File: src/rtl/arb8_rr_if.sv
// arb8_rr request/grant bundle.
// master = requesting agents, slave = arbiter.
interface arb8_rr_if;
  logic [7:0] req;
  logic       done;
  logic [7:0] grant;
  logic       grant_valid;
  logic [2:0] grant_id;
  logic       timeout;

  modport master (
    output req,
    output done,
    input  grant,
    input  grant_valid,
    input  grant_id,
    input  timeout
  );

  modport slave (
    input  req,
    input  done,
    output grant,
    output grant_valid,
    output grant_id,
    output timeout
  );
endinterface

File: src/rtl/arb8_rr.sv
// 8-way arbiter: rotating or fixed priority,
// registered one-hot grant, hold timeout, 1-cycle gap.
module arb8_rr #(
  parameter int RR       = 1,
  parameter int MAX_HOLD = 16
) (
  input logic   clk,
  input logic   reset_n,
  arb8_rr_if.slave bus
);

  typedef enum logic [1:0] {
    IDLE,
    BUSY,
    GAP
  } state_t;

  localparam logic [7:0] LIM =
    8'((MAX_HOLD == 0) ? 0 : MAX_HOLD - 1);

  function automatic logic [2:0] prio8(
    input logic [7:0] v
  );
    logic [2:0] r;
    r = 3'd0;
    priority case (1'b1)
      v[7]: r = 3'd7;
      v[6]: r = 3'd6;
      v[5]: r = 3'd5;
      v[4]: r = 3'd4;
      v[3]: r = 3'd3;
      v[2]: r = 3'd2;
      v[1]: r = 3'd1;
      v[0]: r = 3'd0;
      default: r = 3'd0;
    endcase
    return r;
  endfunction

  state_t     state, state_n;
  logic [7:0] grant_q, grant_n;
  logic [2:0] id_q, id_n;
  logic       gv_q;
  logic       to_q, to_n;
  logic [7:0] cnt, cnt_n;
  logic [2:0] ptr, ptr_n;

  logic [15:0] dbl;
  logic [7:0]  rot;
  logic [2:0]  win;
  logic        hit;
  logic        own_req;
  logic        rel;

  // rot[7] is req[ptr], rot[6] is req[ptr-1], ...
  assign dbl = {bus.req, bus.req};
  assign rot = 8'(dbl >> ({1'b0, ptr} + 4'd1));
  assign win = prio8(rot) + ptr + 3'd1;

  assign hit     = (MAX_HOLD != 0) && (cnt == LIM);
  assign own_req = bus.req[id_q];
  assign rel     = bus.done || !own_req || hit;

  always_comb begin
    state_n = state;
    grant_n = grant_q;
    id_n    = id_q;
    to_n    = 1'b0;
    cnt_n   = cnt;
    ptr_n   = ptr;
    unique case (state)
      IDLE: begin
        if (|bus.req) begin
          grant_n = 8'd1 << win;
          id_n    = win;
          cnt_n   = 8'd0;
          state_n = BUSY;
        end
      end
      BUSY: begin
        if (cnt != 8'hff)
          cnt_n = cnt + 8'd1;
        if (rel) begin
          grant_n = 8'd0;
          id_n    = 3'd0;
          state_n = GAP;
          to_n    = hit && !bus.done && own_req;
          if (RR != 0)
            ptr_n = id_q - 3'd1;
        end
      end
      GAP: state_n = IDLE;
      default: state_n = IDLE;
    endcase
  end

  always_ff @(posedge clk or negedge reset_n) begin
    if (!reset_n) begin
      state   <= IDLE;
      grant_q <= 8'd0;
      id_q    <= 3'd0;
      gv_q    <= 1'b0;
      to_q    <= 1'b0;
      cnt     <= 8'd0;
      ptr     <= 3'd7;
    end else begin
      state   <= state_n;
      grant_q <= grant_n;
      id_q    <= id_n;
      gv_q    <= |grant_n;
      to_q    <= to_n;
      cnt     <= cnt_n;
      ptr     <= ptr_n;
    end
  end

  assign bus.grant       = grant_q;
  assign bus.grant_valid = gv_q;
  assign bus.grant_id    = id_q;
  assign bus.timeout     = to_q;

endmodule

File: src/flat_wrapper.sv
// flat-port wrapper written by rule: the top's interface ports become plain ports
module arb8_rr_flat 
#(
  parameter int RR       = 1,
  parameter int MAX_HOLD = 16
)
  (clk, reset_n, bus_req, bus_done, bus_grant, bus_grant_valid, bus_grant_id, bus_timeout);
  arb8_rr_if bus_i ();
  input logic clk;
  input logic reset_n;
  input wire logic [$bits(bus_i.req)-1:0] bus_req;
  input wire logic [$bits(bus_i.done)-1:0] bus_done;
  output wire logic [$bits(bus_i.grant)-1:0] bus_grant;
  output wire logic [$bits(bus_i.grant_valid)-1:0] bus_grant_valid;
  output wire logic [$bits(bus_i.grant_id)-1:0] bus_grant_id;
  output wire logic [$bits(bus_i.timeout)-1:0] bus_timeout;
  assign bus_i.req = bus_req;
  assign bus_i.done = bus_done;
  assign bus_grant = bus_i.grant;
  assign bus_grant_valid = bus_i.grant_valid;
  assign bus_grant_id = bus_i.grant_id;
  assign bus_timeout = bus_i.timeout;
  arb8_rr #(.RR(RR), .MAX_HOLD(MAX_HOLD)) u_core (.clk(clk), .reset_n(reset_n), .bus(bus_i));
endmodule
File: config.mk
export PLATFORM = sky130hd
export DESIGN_NAME = arb8_rr_flat
export DESIGN_NICKNAME = d
export VERILOG_FILES = /design/src/rtl/arb8_rr_if.sv /design/src/rtl/arb8_rr.sv /design/src/flat_wrapper.sv
export SDC_FILE = /design/constraint.sdc
export NUM_CORES = 1
export LEC_CHECK = 0
export ABC_AREA = 1
export BUFFER_PORTS_ARGS = -buffer_cell sky130_fd_sc_hd__clkbuf_2
export CORE_MARGIN = 2
export CORE_UTILIZATION = 35
export DETAILED_ROUTE_END_ITERATION = 6
export PLACE_DENSITY = 0.62
export SLEW_MARGIN = 20
export SYNTH_ARGS = -nofsm -noshare
export SYNTH_HDL_FRONTEND = slang
export SYNTH_SLANG_ARGS = --single-unit
File: constraint.sdc
create_clock -name clk -period 6.3 [get_ports clk]
set_input_delay 0.63 -clock clk [delete_from_list [all_inputs] [get_ports clk]]
set_output_delay 0.63 -clock clk [all_outputs]
set_load 0.01 [all_outputs]
# Word level (Yosys, flattened, before mapping)
# Index checks and enable logic that the tools add are counted.
# Widths: inputs -> output; s select.
[totals]
regBits = 26
inputBits = 11
out_inout_bits = 13
word_cells = 58
[classes]
addsub = 5
n_lt_le_gt_ge = 1
eq_ne = 6
shift = 2
n_mux = 23
n_reduce_logical = 14
[ops]
columns = ["operator", "n"]
rows = [
  ["$mux 8", 4],
  ["$pmux 8 s2", 2],
  ["$mux 3", 8],
  ["$reduce_or 8->1", 2],
  ["$shr 16x4->8", 1],
  ["$add 8x1->8 const B", 1],
  ["$eq 8x4->1 const B", 1],
  ["$ne 8x8->1 const B", 1],
  ["$shl 1x3->8 const A", 1],
  ["$ne 2x1->1 const B", 3],
  ["$pmux 3 s2", 1],
  ["$reduce_and 3->1", 2],
  ["$add 3x1->4 const B", 1],
  ["$lt 3x4->1 const B", 1],
  ["$mux 1", 4],
  ["$mux 2", 2],
  ["$pmux 2 s2", 1],
  ["$reduce_and 2->1", 2],
  ["$add 3x1->3 const B", 1],
  ["$add 3x3->3", 1],
  ["$bmux 1 s3", 1],
  ["$sub 3x1->3 const B", 1],
  ["$eq 2x1->1 const B", 1],
  ["$logic_and 1x1->1", 2],
  ["4 further kinds", 6],
]

# Logic depth before layout (Yosys ltp)
[depth]
depth_word = 15
mapped_depth = 24
depth_no_buf = 23

# Worst setup path before layout
# OpenSTA, ideal clock, no wires.
[synth_timing]
path_type = "reg2reg"
from = "register u_core.ptr[0]"
to = "register u_core.gv_q (netlist: u_core.bus.grant_valid)"
arrival_time_ns = 2.866
required_ns = 6.181
setup_slack_ns = 3.316
path_stages_with_launch = 25
period_less_slack_ns = 2.984
path_cell_list = "dfstp_2 > buf_6 > inv_8 > nand2_2 > nand3_1 > nand2_1 > nor2_1 > a31oi_1 > o21ai_0 > a21oi_1 > nor2_1 > nor2_1 > nor2_1 > ha_1 > fa_1 > xor2_1 > inv_1 > nand3_2 > nand2_4 > nand3_1 > nand2_2 > inv_2 > nand2_1 > nor2_1 > nand2_1"
[synth_via]
elab_chain_cells = 15
[synth_lines]
columns = ["item", "line_no", "rtl"]
rows = [
  ["start: declaration", "arb8_rr.sv:46", "logic [2:0] ptr, ptr_n;"],
  ["start signal: assignment", "arb8_rr.sv:113", "ptr <= ptr_n;"],
  ["$add 3x1->4", "arb8_rr.sv:57", "assign rot = 8'(dbl >> ({1'b0, ptr} + 4'd1));"],
  ["$shr 16x4->8", "arb8_rr.sv:57", ""],
  ["$mux 1", "arb8_rr.sv:26", "priority case (1'b1)"],
  ["$mux 3 (6 in a row)", "arb8_rr.sv:26", ""],
  ["$add 3x3->3 (*)", "arb8_rr.sv:58", "assign win = prio8(rot) + ptr + 3'd1;"],
  ["$add 3x1->3 (*)", "arb8_rr.sv:58", ""],
  ["$shl 1x3->8 (*)", "arb8_rr.sv:74", "grant_n = 8'd1 << win;"],
  ["$mux 8 (*)", "arb8_rr.sv:73", "if (|bus.req) begin"],
  ["$pmux 8 s2 (*)", "arb8_rr.sv:71", "unique case (state)"],
  ["named net u_core.grant_n[5]", "arb8_rr.sv:41", "logic [7:0] grant_q, grant_n;"],
  ["$reduce_or 8->1 (*)", "arb8_rr.sv:110", "gv_q <= |grant_n;"],
  ["end signal: assignment", "arb8_rr.sv:110", ""],
  ["end: declaration", "arb8_rr.sv:43", "logic gv_q;"],
]
# Mark *: on every way through the listed nets, which the timed path passes. The rest lies on a longest branch.
# A chain may end at the register's enable or synchronous reset.

# Worst setup path in the final report
# Same ends and word-level chain as after synthesis.

==> impl_results.md <==
- Result of the run: finished clean
- Final slew viol count: 0
- Total of max-cap violations: 0
- Sequential element share of the synthesized area: 0.368
- Nature of the critical path endpoint: flip-flop
- Cell type contributing the most total cell area after synthesis: sky130_fd_sc_hd__dfrtp_1
- Via density: 4.72
- Clock latency on the worst-skew pair: 0.27 ns
- Sw power: 627 µW
- Logic pwr share: 0.651
- Aggregate negative setup slack: 0 ns
- Total design power: 1220 µW
- Final Setup Violations: 0
- Net count after synthesis: 260
- Transition at the pin with the smallest max-transition slack: 0.651 ns
- Fraction of the cycle the final worst path needs: 0.519
- Number of H-tree branching levels: 1
- Standard-cell row count: 25
- Number of filler cells placed in the layout: 549
- Basic-gate share of the synthesized area counting and, or, nand and nor cells: 0.403
- Post-CTS repair timing setup buffer count: 0
- Violation count after the first detailed-routing iteration: 95
- Leakage: 0.00103 µW
- Most numerous cell on the critical path: sky130_fd_sc_hd__nor2_1
- Critical Path Start Type: flip-flop
- Total number of vias: 1575
- Die W: 75.3 µm
- Critical Setup Path Class: flip-flop to flip-flop
- All-Layer GR Usage: 0.144
- Proportion of layout cells with a drive suffix above 1: 0.243
- Power Density: 607 nW/µm²
- Worst-path maximum fanout: 10
- Number of routed nets with antenna violations: 0
- CTS tree: done
- Yosys warning total: 0
- Most instantiated flip-flop cell in the synthesis netlist: sky130_fd_sc_hd__dfrtp_1
- Count of state elements after synthesis: 26
- Worst R2R Setup Slack: 3.03 ns
- R2r startpoint: u_core.ptr[0]
- Count of endpoints failing hold in the final timing report: 0
- Required time of the critical path: 6.46 ns
- Share of the synthesized area in compound gates (AO/OA/AOI/OAI): 0.0780
- Async S/R FF share, synth: 1.00
- Per-instance average area after synthesis: 7.27 µm²
- Total I/O pin count: 24
- Most frequent cells after synthesis: 38 x sky130_fd_sc_hd__nand2_1, 37 x sky130_fd_sc_hd__nor2_1, 34 x sky130_fd_sc_hd__nand3_1
- Detailed placement HPWL: 2950 µm
- Cell count after synthesis: 245
- Combined area of all synthesized cells: 1780 µm²
- Height of the die: 75.3 µm
- Global-route wire length before repair: 6360 µm
- Sequential share of power: 0.237
- Total global routing overflow: 0
- Clock slew at reported path FFs: 0.09 ns
- Vias in the first global route: 1424
- Cell variety after synth: 33
- Antenna violations before repair: 0
- Capturing point of the worst reg2reg path: u_core.bus.grant_valid
- Clock root buffer master: sky130_fd_sc_hd__clkbuf_8
- Fin Clk Skew: 0.00848 ns
- Gates resized, CTS repair: 0
- CTS max path bufs: 2
- Switching fraction of total power: 0.514
- Number of antenna repair diodes: 0
- Highest achievable clock rate: 306 MHz
- RSZ-0062 raised after global routing: no
- Number of buffers created by CTS: 3
- CTS Hold Bufs: 0
- Sinks on Clock Net: 26
- Delay contributed by the slowest stage of the critical path: 0.69 ns
- Maximum vdd ir drop: 0.000315 V
- Main combinational cell family by area after synthesis: simple AND/OR/NAND/NOR gates
- Internal Pwr Total: 592 µW
- Count of buffers from port buffering: 23
- Largest net degree at the start of global routing: 27
- Post-synth EDFFs: 0
- Remaining max-slew budget at the tightest pin: 0.566
- Post-layout net count: 283
- Global placement routability congestion: 0.819
- Most frequent cell after synthesis: sky130_fd_sc_hd__nand2_1
- Area share of the largest cell type after synthesis: 0.323
- Path class of the lowest-slack min-delay path: primary input to async pin
- Post-synthesis to final-layout area growth: 12.9%
- Area of the die: 5670 µm²
- Adder-cell share of the synthesized area: 0.0323
- Area of the multi-input gates: 940 µm²
- Synth area leaders: sky130_fd_sc_hd__dfrtp_1 32%, sky130_fd_sc_hd__nand3_1 9.6%, sky130_fd_sc_hd__nand2_1 8.0%, sky130_fd_sc_hd__nor2_1 7.8%, sky130_fd_sc_hd__inv_1 6.3%
- Final Critical Period: 3.27 ns
- Crit-path slowest cell: sky130_fd_sc_hd__dfstp_2
- Placeable Area: 4820 µm²
- DR DRC count: 0
- WP data arrival: 3.43 ns
- Detail-routed net length per standard cell: 11.3 µm
- Cell breakdown of the critical path: inv_8 -> nand2_2 -> nand3_1 -> nand2_1 -> nor2_1 -> a31oi_1 -> o21ai_0 -> a21oi_1 -> nor2_1 -> nor2_1 -> nor2_1 -> ha_1 -> fa_1 -> xor2_1 -> inv_1 -> nand3_2 -> nand2_4 -> nand3_1 -> nand2_2 -> inv_2 -> nand2_1 -> nor2_1 -> nand2_1
- Routed wire length: 3790 µm
- Number of cells on the worst reg-to-reg path: 23
- Effective utilization at floorplan: 0.370
- DR pass1 iterations: 4
- Register area: 654 µm²
- Mux cell area share after synthesis: 0
- Post-synthesis share of cell area spent on xor and xnor gates: 0.0148
- Clk pwr share: 0.112
==> metrics by stage <==
step                setup WS, ns  instances   util  instance area (µm²)  hold WS, ns
floorplan                   3.32        245      -                 1780        0.334
global placement            3.06        330  0.403                 1940        0.468
detailed placement          3.02        330  0.403                 1940        0.476
CTS                         3.01        334  0.417                 2010        0.391
global route                2.73        334  0.417                 2010        0.412
finish                      3.03        334  0.417                 2010        0.365
==> power by group through the flow <==
stage               registers (µW)  logic [µW]  clock network, µW
floorplan                      267         675                  0
global placement               292         792                  0
detailed placement             292         795                  0
CTS                            289         806                142
global route                   298         913                147
finish                         289         794                137
==> kinds of logic (layout without fill, tap and decap cells) <==
group	after synthesis	after routing
buffers and inverters	42	64
xor gates and xnor gates	3	3
DFF	26	26
AOI/OAI and AO/OA	24	24
adders and majority gates	4	4
and+or+nand+nor	146	146
==> cells in the final DEF (no fill, tap or decap), drive strengths merged <==
| cell type | count |
|---|---|
| nor4 | 2 |
| xnor2 | 1 |
| nand4 | 3 |
| o211ai | 1 |
| a21boi | 1 |
| a21oi | 6 |
| a31oi | 2 |
| ha | 3 |
| bufinv | 1 |
| o221a | 1 |
| o21ai | 10 |
| dfrtp | 23 |
| nand2 | 55 |
| o22ai | 2 |
| inv | 36 |
| fa | 1 |
| o31ai | 1 |
| clkinv | 1 |
| nand3 | 39 |
| nor3 | 4 |
| nor2 | 43 |
| clkbuf | 26 |
| dfstp | 3 |
| xor2 | 2 |
==> cell type report <==
class	instances	area share
Clock buffer	3	0.0205
Clock inverter	1	0.0149
Inverter	37	0.0728
Multi-Input combinational cell	177	0.467
Sequential cell	26	0.325
Tap cell	67	0.0417
Timing Repair Buffer	23	0.0572
==> how the worst max path moves through the flow <==
stage / from / endpoint / slack (ns)
detailed placement: bus_req[2] / u_core.bus.grant_valid / 3.02
finish: u_core.ptr[0] / u_core.bus.grant_valid / 3.03
floorplan: u_core.ptr[0] / u_core.bus.grant_valid / 3.32
CTS: u_core.ptr[0] / u_core.bus.grant_valid / 3.01
global placement: bus_req[0] / u_core.bus.grant_valid / 3.06
global route: u_core.ptr[0] / u_core.bus.grant_valid / 2.73
==> critical path: cells and delay by family, from the launching register on <==
kind            cells  cell delay, ns
simple gates       14            1.00
fa+ha+maj           2            0.55
buf+inv             3            0.22
compound gates      3            0.41
flops               1            0.69
xor+xnor            1            0.28
==> routing by layer <==
layer / share of wire / wire length [µm] / up-vias / track usage
met2: 0.44 / 1660 / 39 / 0.227
met3: 0.049 / 184 / 4 / 0.0225
met4: 0.0092 / 35 / 0 / 0.0292
met1: 0.50 / 1910 / 696 / 0.213
li1: - / - / 836 / -
met5: 0 / 0 / - / 0
==> state kept, by name, indices dropped and copies added, names as in the netlist <==
register                flops
u_core.ptr                  3
u_core.bus.grant_valid      1
u_core.bus.timeout          1
u_core.bus.grant            8
u_core.bus.grant_id         3
u_core.state                2
u_core.cnt                  8
(Power assumes the default switching activity.)
